### config.mk
export PLATFORM = sky130hd
export DESIGN_NAME = port_bind_table_flat
export DESIGN_NICKNAME = d
export VERILOG_FILES = /design/src/rtl/port_bind_table_if.sv /design/src/rtl/port_bind_table.sv /design/src/flat_wrapper.sv
export SDC_FILE = /design/constraint.sdc
export NUM_CORES = 1
export LEC_CHECK = 0
export CORE_MARGIN = 5
export CORE_UTILIZATION = 25
export DETAILED_ROUTE_END_ITERATION = 7
export SYNTH_ARGS = -nofsm -noshare
export SYNTH_HDL_FRONTEND = slang
export SYNTH_SLANG_ARGS = --single-unit
### constraint.sdc
create_clock -name clk -period 4.1 [get_ports clk]
set_clock_uncertainty 0.1 [all_clocks]
set_input_delay 0.615 -clock clk [delete_from_list [all_inputs] [get_ports clk]]
set_output_delay 0.615 -clock clk [all_outputs]
set_load 0.1 [all_outputs]
### src/rtl/port_bind_table_if.sv
`default_nettype none
// ============================================================================
// Module   : port_bind_table_if
// Purpose  : Request/response and status bundle between the config agent
//            and the port bind table.
// Revision : 1.0
// ============================================================================
interface port_bind_table_if #(
    parameter int NUM_ENTRIES = 8,
    parameter int PORT_W      = 16,
    parameter int OWNER_W     = 4,
    parameter int IDX_W       = $clog2(NUM_ENTRIES),
    parameter int CNT_W       = $clog2(NUM_ENTRIES + 1)
);
    logic               req_valid;
    logic               req_ready;
    logic [1:0]         req_op;
    logic [PORT_W-1:0]  req_port;
    logic [OWNER_W-1:0] req_owner;
    logic               rsp_valid;
    logic               rsp_ready;
    logic [2:0]         rsp_status;
    logic [IDX_W-1:0]   rsp_index;
    logic [OWNER_W-1:0] rsp_owner;
    logic [CNT_W-1:0]   bound_count;
    logic               table_full;

    modport master (
        output req_valid, req_op, req_port, req_owner, rsp_ready,
        input  req_ready, rsp_valid, rsp_status, rsp_index, rsp_owner,
               bound_count, table_full
    );

    modport slave (
        input  req_valid, req_op, req_port, req_owner, rsp_ready,
        output req_ready, rsp_valid, rsp_status, rsp_index, rsp_owner,
               bound_count, table_full
    );
endinterface
`default_nettype wire

### src/rtl/port_bind_table.sv
`default_nettype none
// ============================================================================
// Module   : port_bind_table
// Purpose  : N-entry port/owner bind table with serial scan, conflict
//            detection and occupancy reporting.
// Revision : 1.0
// ============================================================================
module port_bind_table #(
    parameter int NUM_ENTRIES = 8,
    parameter int PORT_W      = 16,
    parameter int OWNER_W     = 4,
    parameter int IDX_W       = $clog2(NUM_ENTRIES),
    parameter int CNT_W       = $clog2(NUM_ENTRIES + 1)
) (
    input  wire logic          clk,
    input  wire logic          rst_n,
    port_bind_table_if.slave   bus
);
    localparam logic [1:0] c_OP_BIND   = 2'd0;
    localparam logic [1:0] c_OP_UNBIND = 2'd1;
    localparam logic [1:0] c_OP_LOOKUP = 2'd2;
    localparam logic [1:0] c_OP_RSVD   = 2'd3;

    localparam logic [2:0] c_ST_OK        = 3'd0;
    localparam logic [2:0] c_ST_TAKEN     = 3'd1;
    localparam logic [2:0] c_ST_FULL      = 3'd2;
    localparam logic [2:0] c_ST_NOT_FOUND = 3'd3;
    localparam logic [2:0] c_ST_DENIED    = 3'd4;
    localparam logic [2:0] c_ST_BAD_PORT  = 3'd5;
    localparam logic [2:0] c_ST_BAD_OP    = 3'd6;

    localparam logic [IDX_W-1:0] c_LAST_IDX = IDX_W'(NUM_ENTRIES - 1);
    localparam logic [CNT_W-1:0] c_ONE      = CNT_W'(1);

    typedef enum logic [1:0] {
        S_IDLE   = 2'd0,
        S_SCAN   = 2'd1,
        S_COMMIT = 2'd2,
        S_RESP   = 2'd3
    } state_t;

    state_t             r_state;
    logic               r_ent_valid [NUM_ENTRIES];
    logic [PORT_W-1:0]  r_ent_port  [NUM_ENTRIES];
    logic [OWNER_W-1:0] r_ent_owner [NUM_ENTRIES];

    logic [1:0]         r_op;
    logic [PORT_W-1:0]  r_port;
    logic [OWNER_W-1:0] r_owner;
    logic [IDX_W-1:0]   r_scan_idx;
    logic               r_hit;
    logic [IDX_W-1:0]   r_hit_idx;
    logic [OWNER_W-1:0] r_hit_owner;
    logic               r_free_found;
    logic [IDX_W-1:0]   r_free_idx;

    logic               r_req_ready;
    logic               r_rsp_valid;
    logic [2:0]         r_rsp_status;
    logic [IDX_W-1:0]   r_rsp_index;
    logic [OWNER_W-1:0] r_rsp_owner;
    logic [CNT_W-1:0]   r_bound_count;

    logic               w_scan_valid;
    logic [PORT_W-1:0]  w_scan_port;
    logic [OWNER_W-1:0] w_scan_owner;

    assign w_scan_valid = r_ent_valid[r_scan_idx];
    assign w_scan_port  = r_ent_port[r_scan_idx];
    assign w_scan_owner = r_ent_owner[r_scan_idx];

    assign bus.req_ready   = r_req_ready;
    assign bus.rsp_valid   = r_rsp_valid;
    assign bus.rsp_status  = r_rsp_status;
    assign bus.rsp_index   = r_rsp_index;
    assign bus.rsp_owner   = r_rsp_owner;
    assign bus.bound_count = r_bound_count;
    assign bus.table_full  = (r_bound_count == CNT_W'(NUM_ENTRIES));

    always_ff @(posedge clk or negedge rst_n) begin
        if (!rst_n) begin
            r_state       <= S_IDLE;
            for (int i = 0; i < NUM_ENTRIES; i++) begin
                r_ent_valid[i] <= 1'b0;
                r_ent_port[i]  <= '0;
                r_ent_owner[i] <= '0;
            end
            r_op          <= '0;
            r_port        <= '0;
            r_owner       <= '0;
            r_scan_idx    <= '0;
            r_hit         <= 1'b0;
            r_hit_idx     <= '0;
            r_hit_owner   <= '0;
            r_free_found  <= 1'b0;
            r_free_idx    <= '0;
            r_req_ready   <= 1'b1;
            r_rsp_valid   <= 1'b0;
            r_rsp_status  <= '0;
            r_rsp_index   <= '0;
            r_rsp_owner   <= '0;
            r_bound_count <= '0;
        end else begin
            case (r_state)
                S_IDLE: begin
                    if (bus.req_valid) begin
                        r_op         <= bus.req_op;
                        r_port       <= bus.req_port;
                        r_owner      <= bus.req_owner;
                        r_req_ready  <= 1'b0;
                        r_scan_idx   <= '0;
                        r_hit        <= 1'b0;
                        r_free_found <= 1'b0;
                        r_rsp_index  <= '0;
                        r_rsp_owner  <= '0;
                        if (bus.req_op == c_OP_RSVD) begin
                            r_rsp_status <= c_ST_BAD_OP;
                            r_rsp_valid  <= 1'b1;
                            r_state      <= S_RESP;
                        end else if (bus.req_port == '0) begin
                            r_rsp_status <= c_ST_BAD_PORT;
                            r_rsp_valid  <= 1'b1;
                            r_state      <= S_RESP;
                        end else begin
                            r_state <= S_SCAN;
                        end
                    end
                end
                S_SCAN: begin
                    // First match and lowest hole are both kept; later hits never overwrite.
                    if (w_scan_valid && (w_scan_port == r_port) && !r_hit) begin
                        r_hit       <= 1'b1;
                        r_hit_idx   <= r_scan_idx;
                        r_hit_owner <= w_scan_owner;
                    end
                    if (!w_scan_valid && !r_free_found) begin
                        r_free_found <= 1'b1;
                        r_free_idx   <= r_scan_idx;
                    end
                    if (r_scan_idx == c_LAST_IDX) begin
                        r_state <= S_COMMIT;
                    end else begin
                        r_scan_idx <= r_scan_idx + 1'b1;
                    end
                end
                S_COMMIT: begin
                    r_rsp_valid <= 1'b1;
                    r_state     <= S_RESP;
                    r_rsp_index <= r_hit ? r_hit_idx : '0;
                    r_rsp_owner <= r_hit ? r_hit_owner : '0;
                    case (r_op)
                        c_OP_BIND: begin
                            if (r_hit) begin
                                r_rsp_status <= c_ST_TAKEN;
                            end else if (!r_free_found) begin
                                r_rsp_status <= c_ST_FULL;
                            end else begin
                                r_ent_valid[r_free_idx] <= 1'b1;
                                r_ent_port[r_free_idx]  <= r_port;
                                r_ent_owner[r_free_idx] <= r_owner;
                                r_rsp_status  <= c_ST_OK;
                                r_rsp_index   <= r_free_idx;
                                r_bound_count <= r_bound_count + c_ONE;
                            end
                        end
                        c_OP_UNBIND: begin
                            if (!r_hit) begin
                                r_rsp_status <= c_ST_NOT_FOUND;
                            end else if (r_hit_owner != r_owner) begin
                                r_rsp_status <= c_ST_DENIED;
                            end else begin
                                r_ent_valid[r_hit_idx] <= 1'b0;
                                r_rsp_status  <= c_ST_OK;
                                r_bound_count <= r_bound_count - c_ONE;
                            end
                        end
                        c_OP_LOOKUP: begin
                            r_rsp_status <= r_hit ? c_ST_OK : c_ST_NOT_FOUND;
                        end
                        default: begin
                            r_rsp_status <= c_ST_BAD_OP;
                        end
                    endcase
                end
                S_RESP: begin
                    if (bus.rsp_ready) begin
                        r_rsp_valid <= 1'b0;
                        r_req_ready <= 1'b1;
                        r_state     <= S_IDLE;
                    end
                end
                default: begin
                    r_state <= S_IDLE;
                end
            endcase
        end
    end
endmodule
`default_nettype wire

### src/flat_wrapper.sv
// flat-port wrapper written by rule: the top's interface ports become plain ports
module port_bind_table_flat 
#(
    parameter int NUM_ENTRIES = 8,
    parameter int PORT_W      = 16,
    parameter int OWNER_W     = 4,
    parameter int IDX_W       = $clog2(NUM_ENTRIES),
    parameter int CNT_W       = $clog2(NUM_ENTRIES + 1)
)
  (clk, rst_n, bus_req_valid, bus_req_op, bus_req_port, bus_req_owner, bus_rsp_ready, bus_req_ready, bus_rsp_valid, bus_rsp_status, bus_rsp_index, bus_rsp_owner, bus_bound_count, bus_table_full);
  port_bind_table_if #(.NUM_ENTRIES(NUM_ENTRIES), .PORT_W(PORT_W), .OWNER_W(OWNER_W), .IDX_W(IDX_W), .CNT_W(CNT_W)) bus_i ();
  input  wire logic clk;
  input  wire logic rst_n;
  input wire logic [$bits(bus_i.req_valid)-1:0] bus_req_valid;
  input wire logic [$bits(bus_i.req_op)-1:0] bus_req_op;
  input wire logic [$bits(bus_i.req_port)-1:0] bus_req_port;
  input wire logic [$bits(bus_i.req_owner)-1:0] bus_req_owner;
  input wire logic [$bits(bus_i.rsp_ready)-1:0] bus_rsp_ready;
  output wire logic [$bits(bus_i.req_ready)-1:0] bus_req_ready;
  output wire logic [$bits(bus_i.rsp_valid)-1:0] bus_rsp_valid;
  output wire logic [$bits(bus_i.rsp_status)-1:0] bus_rsp_status;
  output wire logic [$bits(bus_i.rsp_index)-1:0] bus_rsp_index;
  output wire logic [$bits(bus_i.rsp_owner)-1:0] bus_rsp_owner;
  output wire logic [$bits(bus_i.bound_count)-1:0] bus_bound_count;
  output wire logic [$bits(bus_i.table_full)-1:0] bus_table_full;
  assign bus_i.req_valid = bus_req_valid;
  assign bus_i.req_op = bus_req_op;
  assign bus_i.req_port = bus_req_port;
  assign bus_i.req_owner = bus_req_owner;
  assign bus_i.rsp_ready = bus_rsp_ready;
  assign bus_req_ready = bus_i.req_ready;
  assign bus_rsp_valid = bus_i.rsp_valid;
  assign bus_rsp_status = bus_i.rsp_status;
  assign bus_rsp_index = bus_i.rsp_index;
  assign bus_rsp_owner = bus_i.rsp_owner;
  assign bus_bound_count = bus_i.bound_count;
  assign bus_table_full = bus_i.table_full;
  port_bind_table #(.NUM_ENTRIES(NUM_ENTRIES), .PORT_W(PORT_W), .OWNER_W(OWNER_W), .IDX_W(IDX_W), .CNT_W(CNT_W)) u_core (.clk(clk), .rst_n(rst_n), .bus(bus_i));
endmodule
# ---- Word level (Yosys, flattened, before mapping)
# Index checks and enable logic that the tools add are counted.
dict set report word_totals {
  register_bits 223
  in_bits 26
  output_inout_bits 17
  word_cells 173
}
dict set report op_classes {
  add_sub_neg 3
  n_lt_le_gt_ge 5
  eq_ne 21
  n_mux 68
  bitwise 7
  reduce_logical 29
}
# op n
set ops {}
lappend ops {{$bwmux W128} 1}
lappend ops {{$bmux W16 S3} 1}
lappend ops {{$demux W16 S3} 1}
lappend ops {{$mux W16} 3}
lappend ops {{$mux W3} 12}
lappend ops {{$mux W4} 9}
lappend ops {{$bwmux W32} 1}
lappend ops {{$mux W8} 4}
lappend ops {{$pmux W3 S2} 3}
lappend ops {{$reduce_and A3 Y1} 6}
lappend ops {{$eq A16 B16 Y1} 1}
lappend ops {{$logic_not A16 Y1} 1}
lappend ops {{$pmux W4 S2} 2}
lappend ops {{$pmux W8 S2} 1}
lappend ops {{$mux W2} 7}
lappend ops {{$bmux W4 S3} 1}
lappend ops {{$demux W4 S3} 1}
lappend ops {{$ge A4 B4 Y1 const B} 3}
lappend ops {{$mux W1} 12}
lappend ops {{$not A3 Y4} 3}
lappend ops {{$ne A2 B1 Y1 const B} 5}
lappend ops {{$ne A2 B2 Y1 const B} 5}
lappend ops {{$pmux W3 S3} 1}
lappend ops {{$and A8 B8 Y8} 1}
lappend ops {{other kinds (26)} 48}

# ---- Logic depth before layout (Yosys ltp)
# Gate-level depths: netlist of the first run.
dict set report logic_depth {
  ltp_word 10
  depth_mapped 10
  depth_no_buf 8
}

# ---- Worst setup path before layout of the first run
# No wires, ideal clock.
dict set report synth_timing {
  kind {reg-to-output}
  startpoint {register u_core.r_bound_count[3] (netlist: u_core.bus.bound_count[3])}
  endpoint {output port bus_table_full}
  arrival_time_ns 4.093
  path_slack_ns -0.708
  stages_incl_launch_ff 2
  path_buffers 0
  cell_sequence {dfrtp_1 -> nor4b_1}
}
dict set report synth_via {
  elab_chain_cells 1
}
# item line
set synth_rtl {}
lappend synth_rtl {{start: declaration} port_bind_table.sv:62} ;# logic [CNT_W-1:0] r_bound_count;
lappend synth_rtl {{start signal: assignment} port_bind_table.sv:163} ;# r_bound_count <= r_bound_count + c_ONE;
lappend synth_rtl {{start signal: assignment} port_bind_table.sv:174} ;# r_bound_count <= r_bound_count - c_ONE;
lappend synth_rtl {{$eq A4 B4 Y1} port_bind_table.sv:78} ;# assign bus.table_full = (r_bound_count == CNT_W'(NUM_ENTRIES));
lappend synth_rtl {{end: declaration} flat_wrapper.sv:25} ;# output wire logic [$bits(bus_i.table_full)-1:0] bus_table_full;
# Every way passes these cells.

# ---- Final worst setup path of the first run
dict set report layout_timing {
  startpoint {register u_core.r_bound_count[1] (netlist: u_core.bus.bound_count[1])}
  endpoint {output port bus_table_full}
}
# Same word-level chain as after synthesis.

==> summary.txt, run 1 <==
total CTS buffers: 23
number of synthesized flops with an enable pin: 0
Max VDD drop: 0.285 mV
final period utilization: 0.759
largest net degree at the start of global routing: 120
total setup buffers inserted after CTS: 0
Register Area: 5580 sq um
post-synthesis sequential area ratio: 0.531
fill cell count: 4,151
clk_lat worst skew: 0.51 ns
clk slew on worst S/H paths: 0.06 ns
Tot Pwr: 0.00856 W
Via density: 4.63
critical path data arrival time: 2.40 ns
Max clock buf depth: 3
ant diodes: 0
synthesized cell area: 10,500 sq um
area occupied by multi-input gates: 4610 sq um
final wirelength: 23,800 um
Worst Hold Class: input port to asynchronous set/reset pin
first-pass GRT wire length: 38,700 um
port bufs: 42
Slew HR: 0.340
leakage power: 5.53 nW
Crit. End Element: output port
Yosys reg bits: 223
drt drc: 0
die area: 46,300 sq um
total number of vias: 6,175
Avg WL per Cell: 17.9 um
chip height: 215 um
final setup violation count: 0
synth warn: 0
total negative setup slack: 0 ns
Worst Reg2Reg Path Length in Cells: 7
Pre-antenna DRT Iters: 4
Crit path required time: 3.38 ns
unrepaired setup endpoints after global routing: false
share of layout cells above drive strength 1: 0.353
syn nets: 785
status: finished, final reports clean
Congestion Overflow GR: 0
asr flop ratio synth: 1.00
antenna violations before repair: 0
DR iter-0 viols: 352
CTS tree: done
pwr dens: 692 nW/um^2
Util after Layout: 0.296
Die W: 215 um
# Max-Cap Violations: 0
worst-path fanout max: 5
CTS H-tree depth: 1
final net count: 813
WS Path Type: flip-flop to output port
Max Slew Vio Count: 0
post-cts sizing count: 0
syn_area_per_cell: 14.0 sq um
starting density of the core: 0.252
clk root buf: clkbuf_16
achievable clock frequency: 321 MHz
Distinct cells, synth: 53
gr usage total: 0.103
P&R area growth vs syn: 17.6%
Slew @ Worst Pin: 0.987 ns
clock sinks: 223
I/O pin total: 43
Top FF cell, synth: dfrtp_1
Mapped Cells: 749
row cnt: 75
Tmin final: 3.11 ns
ANT nets after route: 0
dpl hpwl: 15,500 um
Post-CTS Hold Buffers: 0
RD Place Congestion: 0.767
vias in the first global route: 6,568
Final Hold Vio Count: 0
core footprint: 41,800 sq um
critical path launch point type: flip-flop
[layout make-up]
type                            count  area share
Tap cell                          539      0.0546
Inverter                           16     0.00486
Clock inverter                     12      0.0101
Multi-Input combinational cell    447       0.373
Timing Repair Buffer               66      0.0520
Clock buffer                       30      0.0535
Sequential cell                   223       0.452
[cell families (layout without fill, tap and decap cells)]
group                    after synthesis  in the layout  share of synthesized area
multiplexers                         255            255                      0.320
AND/OR/NAND/NOR                      101            101                     0.0495
flip-flops                           223            223                      0.531
AO/OA/AOI/OAI                         56             56                     0.0334
buffers and inverters                 79            124                     0.0324
adder cells (fa/ha/maj)               10             10                     0.0126
XOR/XNOR                              25             25                     0.0208
[flip-flops by register name (all words and copies together) (netlist names)]
signal and cells:
u_core.r_ent_owner 32, u_core.r_state 2, u_core.r_free_idx 3, u_core.bus.rsp_status 3
u_core.r_port 16, u_core.r_ent_port 128, u_core.bus.bound_count 4, u_core.r_hit 1
u_core.bus.rsp_owner 4, u_core.r_ent_valid 8, u_core.r_hit_owner 4, u_core.r_free_found 1
u_core.bus.req_ready 1, u_core.r_owner 4, u_core.bus.rsp_valid 1, u_core.r_hit_idx 3
u_core.r_op 2, u_core.r_scan_idx 3, u_core.bus.rsp_index 3
[per-layer routing]
layer | share of wire | up-vias | global-route usage
li1 | - | 2772 | -
met1 | 0.48 | 3260 | 0.148
met2 | 0.46 | 118 | 0.162
met3 | 0.044 | 25 | 0.0221
met4 | 0.018 | 0 | 0.0209
met5 | 0 | - | 0
[synth_stat cells (all sizes together), types with 4 or more instances]
library cell,count,area share
a21oi,15,0.0071
a31oi,4,0.0024
buf,40,0.018
clkbuf,23,0.0082
dfrtp,222,0.53
ha,9,0.011
inv,16,0.0057
mux2,192,0.21
mux2i,19,0.018
mux4,44,0.094
nand2,39,0.014
nand2b,5,0.0030
nand3,5,0.0036
nand4,5,0.0030
nor2,20,0.0071
nor3,8,0.0049
nor4,5,0.0044
o21ai,17,0.0081
xnor2,10,0.0083
xor2,15,0.012
[layout by cell type, fill, tap and decap left out, drive strengths merged, types with 6 or more instances in the layout]
cell type	synthesis	routed
mux4	44	44
nand2	39	39
xor2	15	15
nor2	20	20
nor3	8	8
clkdlybuf4s50	0	41
dfrtp	222	222
a21oi	15	15
clkinv	0	6
mux2i	19	19
ha	9	9
buf	40	25
o21ai	17	17
clkbuf	23	30
mux2	192	192
xnor2	10	10
inv	16	17
[critical path, stage by stage (launching register included)]
cell and delay (ns):
dfrtp_1 0.44, nor4b_2 0.28, clkdlybuf4s50_1 1.17
[power breakdown]
part / internal [W] / switching (W) / total, W
Sequential: 0.00285 / 0.000743 / 0.00359
Clock: 0.00127 / 0.000887 / 0.00216
Combinational: 0.00138 / 0.00143 / 0.00281
[stage by stage]
| stage | setup slack, ns | instance area (sq um) | cells | hold WS, ns |
|---|---|---|---|---|
| finish | 0.986 | 12400 | 1333 | 0.0892 |
| CTS | 0.949 | 12400 | 1333 | 0.155 |
| floorplan | 0.640 | 10500 | 749 | 0.219 |
| global route | 0.818 | 12400 | 1333 | 0.183 |
| global placement | 0.815 | 11600 | 1291 | 0.362 |
| detailed placement | 0.811 | 11600 | 1291 | 0.375 |
[path summary, 6_finish.rpt]
| kind | slack [ns] | end | start |
|---|---|---|---|
| hold / removal | 0.09 | u_core.bus.bound_count[3] | rst_n |
| min in group clk | 0.38 | u_core.bus.rsp_owner[0] | u_core.bus.rsp_owner[0] |
| hold reg to reg | 0.38 | u_core.bus.rsp_owner[0] | u_core.bus.rsp_owner[0] |
| max in group asynchronous | 2.84 | u_core.r_ent_port[124] | rst_n |
| setup / recovery | 0.99 | bus_table_full | u_core.bus.bound_count[1] |
| setup reg to reg | 1.04 | u_core.r_hit_owner[0] | u_core.r_scan_idx[1] |
No activity file was read; power rests on OpenSTA's default activity.
==> inputs of run 2 (changes only) <==
==> constraint.sdc (replaced) <==
create_clock -name clk -period 2.5 [get_ports clk]
set_clock_uncertainty 0.1 [all_clocks]
set_input_delay 0.375 -clock clk [delete_from_list [all_inputs] [get_ports clk]]
set_output_delay 0.375 -clock clk [all_outputs]
set_load 0.1 [all_outputs]
==> summary.txt, run 2 (synthesis gave the netlist of run 1 again) <==
status: finished with violations
failing checks: negative setup slack
ant diodes: 0
internal power: 0.00941 W
crit-path cells: buf_4 > buf_4 > mux4_2 > mux2i_1 > xor2_1 > nand4_1 > nor4_4 > nand3_4 > mux2_4
clk_lat worst skew: 0.51 ns
Switching Power: 0.00505 W
Logic pwr share: 0.370
Crit. End Element: flip-flop
clk root buf: clkbuf_16
I/O pin total: 43
total number of vias: 6,286
CTS tree: done
vias in the first global route: 6,689
RD Place Congestion: 0.764
Tmin final: 2.68 ns
sequential power share: 0.389
starting density of the core: 0.252
most common cell type on the critical path: buf_4
share of layout cells above drive strength 1: 0.415
DR iter-0 viols: 347
final period utilization: 1.07
Pre-antenna DRT Iters: 4
dpl hpwl: 16,200 um
Slew HR: 0.546
Max Slew Vio Count: 0
max reg flops: 128
CP Buf/Inv Count: 2
pwr dens: 1120 nW/um^2
Final Hold Vio Count: 0
final setup violation count: 8
first-pass GRT wire length: 39,000 um
clock sinks: 223
critical path data arrival time: 2.98 ns
Setup WS post-layout: -0.185 ns
CTS H-tree depth: 1
leakage power: 5.89 nW
final net count: 875
Top reg by flops: u_core.r_ent_port
Congestion Overflow GR: 0
gr usage total: 0.104
slowest stage delay, CP: 0.44 ns
Worst Hold Class: input port to asynchronous set/reset pin
WS Path Type: flip-flop to flip-flop
die area: 46,300 sq um
switching share of total power: 0.349
antenna violations before repair: 2
achievable clock frequency: 372 MHz
core footprint: 41,800 sq um
drt drc: 0
Avg WL per Cell: 17.0 um
Max VDD drop: 0.451 mV
most frequent cells in the layout: 219 x dfrtp_1, 151 x mux2_2, 89 x buf_4
P&R area growth vs syn: 22.6%
largest net degree at the start of global routing: 84
Max clock buf depth: 3
ANT nets after route: 0
# Max-Cap Violations: 0
fill cell count: 4,136
total CTS buffers: 25
Via density: 4.51
Die W: 215 um
final instance area: 12,900 sq um
placed cell count: 1,340
port bufs: 42
Final Non-Filler Cells: 1,393
unrepaired setup endpoints after global routing: true
cell family with most CP delay: multiplexers
power share of the clock group: 0.241
area occupied by multi-input gates: 4630 sq um
Register Area: 5590 sq um
Regs by FF count: u_core.r_ent_port: 128 flops, u_core.r_ent_owner: 32 flops, u_core.r_port: 16 flops
placed inst area: 12,000 sq um
Slew @ Worst Pin: 0.680 ns
clk slew on worst S/H paths: 0.06 ns
final wirelength: 23,600 um
chip height: 215 um
slowest CP cell: dfrtp_2
most common cell after layout, fill and taps aside: dfrtp_1
Util after Layout: 0.309
row cnt: 75
worst-path fanout max: 8
Crit path required time: 2.79 ns
critical path launch point type: flip-flop
[run 2: changes by cell type in the layout (fill, tap and decap cells not counted), moves of 2 or more]
cell / change
buf_4: +68
buf_12: +8
clkinvlp_4: -3
clkbuf_1: +5
bufinv_16: -2
clkdlybuf4s50_1: -17
clkinv_2: -3
clkbuf_8: +3
clkbuf_16: +2
[run 2: metrics by stage]
stage                     setup WS (ns)  power [W]  hold WS, ns  TNS (ns)
after floorplan                 0.00360    0.00934      -0.0206         0
after global routing             -0.290     0.0154        0.372     -2.27
final                            -0.185     0.0145        0.351     -1.35
after CTS                        -0.231     0.0146        0.351     -1.74
after detailed placement         -0.306     0.0110        0.339     -2.78
after global placement           -0.315     0.0109        0.337     -2.86
[run 2: path summary, 6_finish.rpt]
kind                                          from                         to  slack [ns]  depth (start not counted)
max                           u_core.r_scan_idx[1]      u_core.r_hit_owner[0]       -0.18                          9
min                                          rst_n  u_core.bus.bound_count[1]        0.35                          2
max reg2reg                   u_core.r_scan_idx[1]      u_core.r_hit_owner[0]       -0.18                          9
min reg2reg                u_core.bus.rsp_owner[3]    u_core.bus.rsp_owner[3]        0.38                          2
max in group asynchronous                    rst_n      u_core.r_ent_port[67]        1.25                          3
min in group clk                  bus_req_owner[2]          u_core.r_owner[2]        0.38                          2
[run 2: layout make-up]
class	instances	share of cell area
clock buffer	40	0.0599
clock inverter	2	0.000777
inverter	16	0.00466
multi-input combinational	447	0.360
sequential	223	0.433
tap	539	0.0523
timing repair buffer	126	0.0895
[run 2: per-layer routing]
| layer | part of all wire | global-route usage | vias up |
|---|---|---|---|
| met4 | 0.020 | 0.0245 | 4 |
| met3 | 0.055 | 0.0249 | 38 |
| met5 | 0.0011 | 0 | - |
| li1 | - | - | 2897 |
| met2 | 0.47 | 0.169 | 103 |
| met1 | 0.45 | 0.141 | 3244 |
[run 2: what timing repair did]
action,4_1_cts,5_1_grt
hold endpoints to repair,76,0
pin swaps,3,0
buffers inserted,10,0
gates resized for setup,0,3
setup endpoints to repair,8,10
hold buffers,1,0
[run 2: power by group through the flow]
stage | combinational, W | clock [W] | sequential [W]
final | 0.00534 | 0.00349 | 0.00562
after global routing | 0.00583 | 0.00376 | 0.00578
after CTS | 0.00542 | 0.00360 | 0.00563
after detailed placement | 0.00529 | 0 | 0.00569
after global placement | 0.00520 | 0 | 0.00567
after floorplan | 0.00358 | 0 | 0.00575
==> inputs of run 3 (changes only) <==
--- a/config.mk
+++ b/config.mk
@@ -8,6 +8,7 @@
 export CORE_MARGIN = 5
 export CORE_UTILIZATION = 25
 export DETAILED_ROUTE_END_ITERATION = 7
+export SLEW_MARGIN = 20
 export SYNTH_ARGS = -nofsm -noshare
 export SYNTH_HDL_FRONTEND = slang
 export SYNTH_SLANG_ARGS = --single-unit
==> results of run 3 <==
Final layout, timing and power as in run 2 (identical DEF).
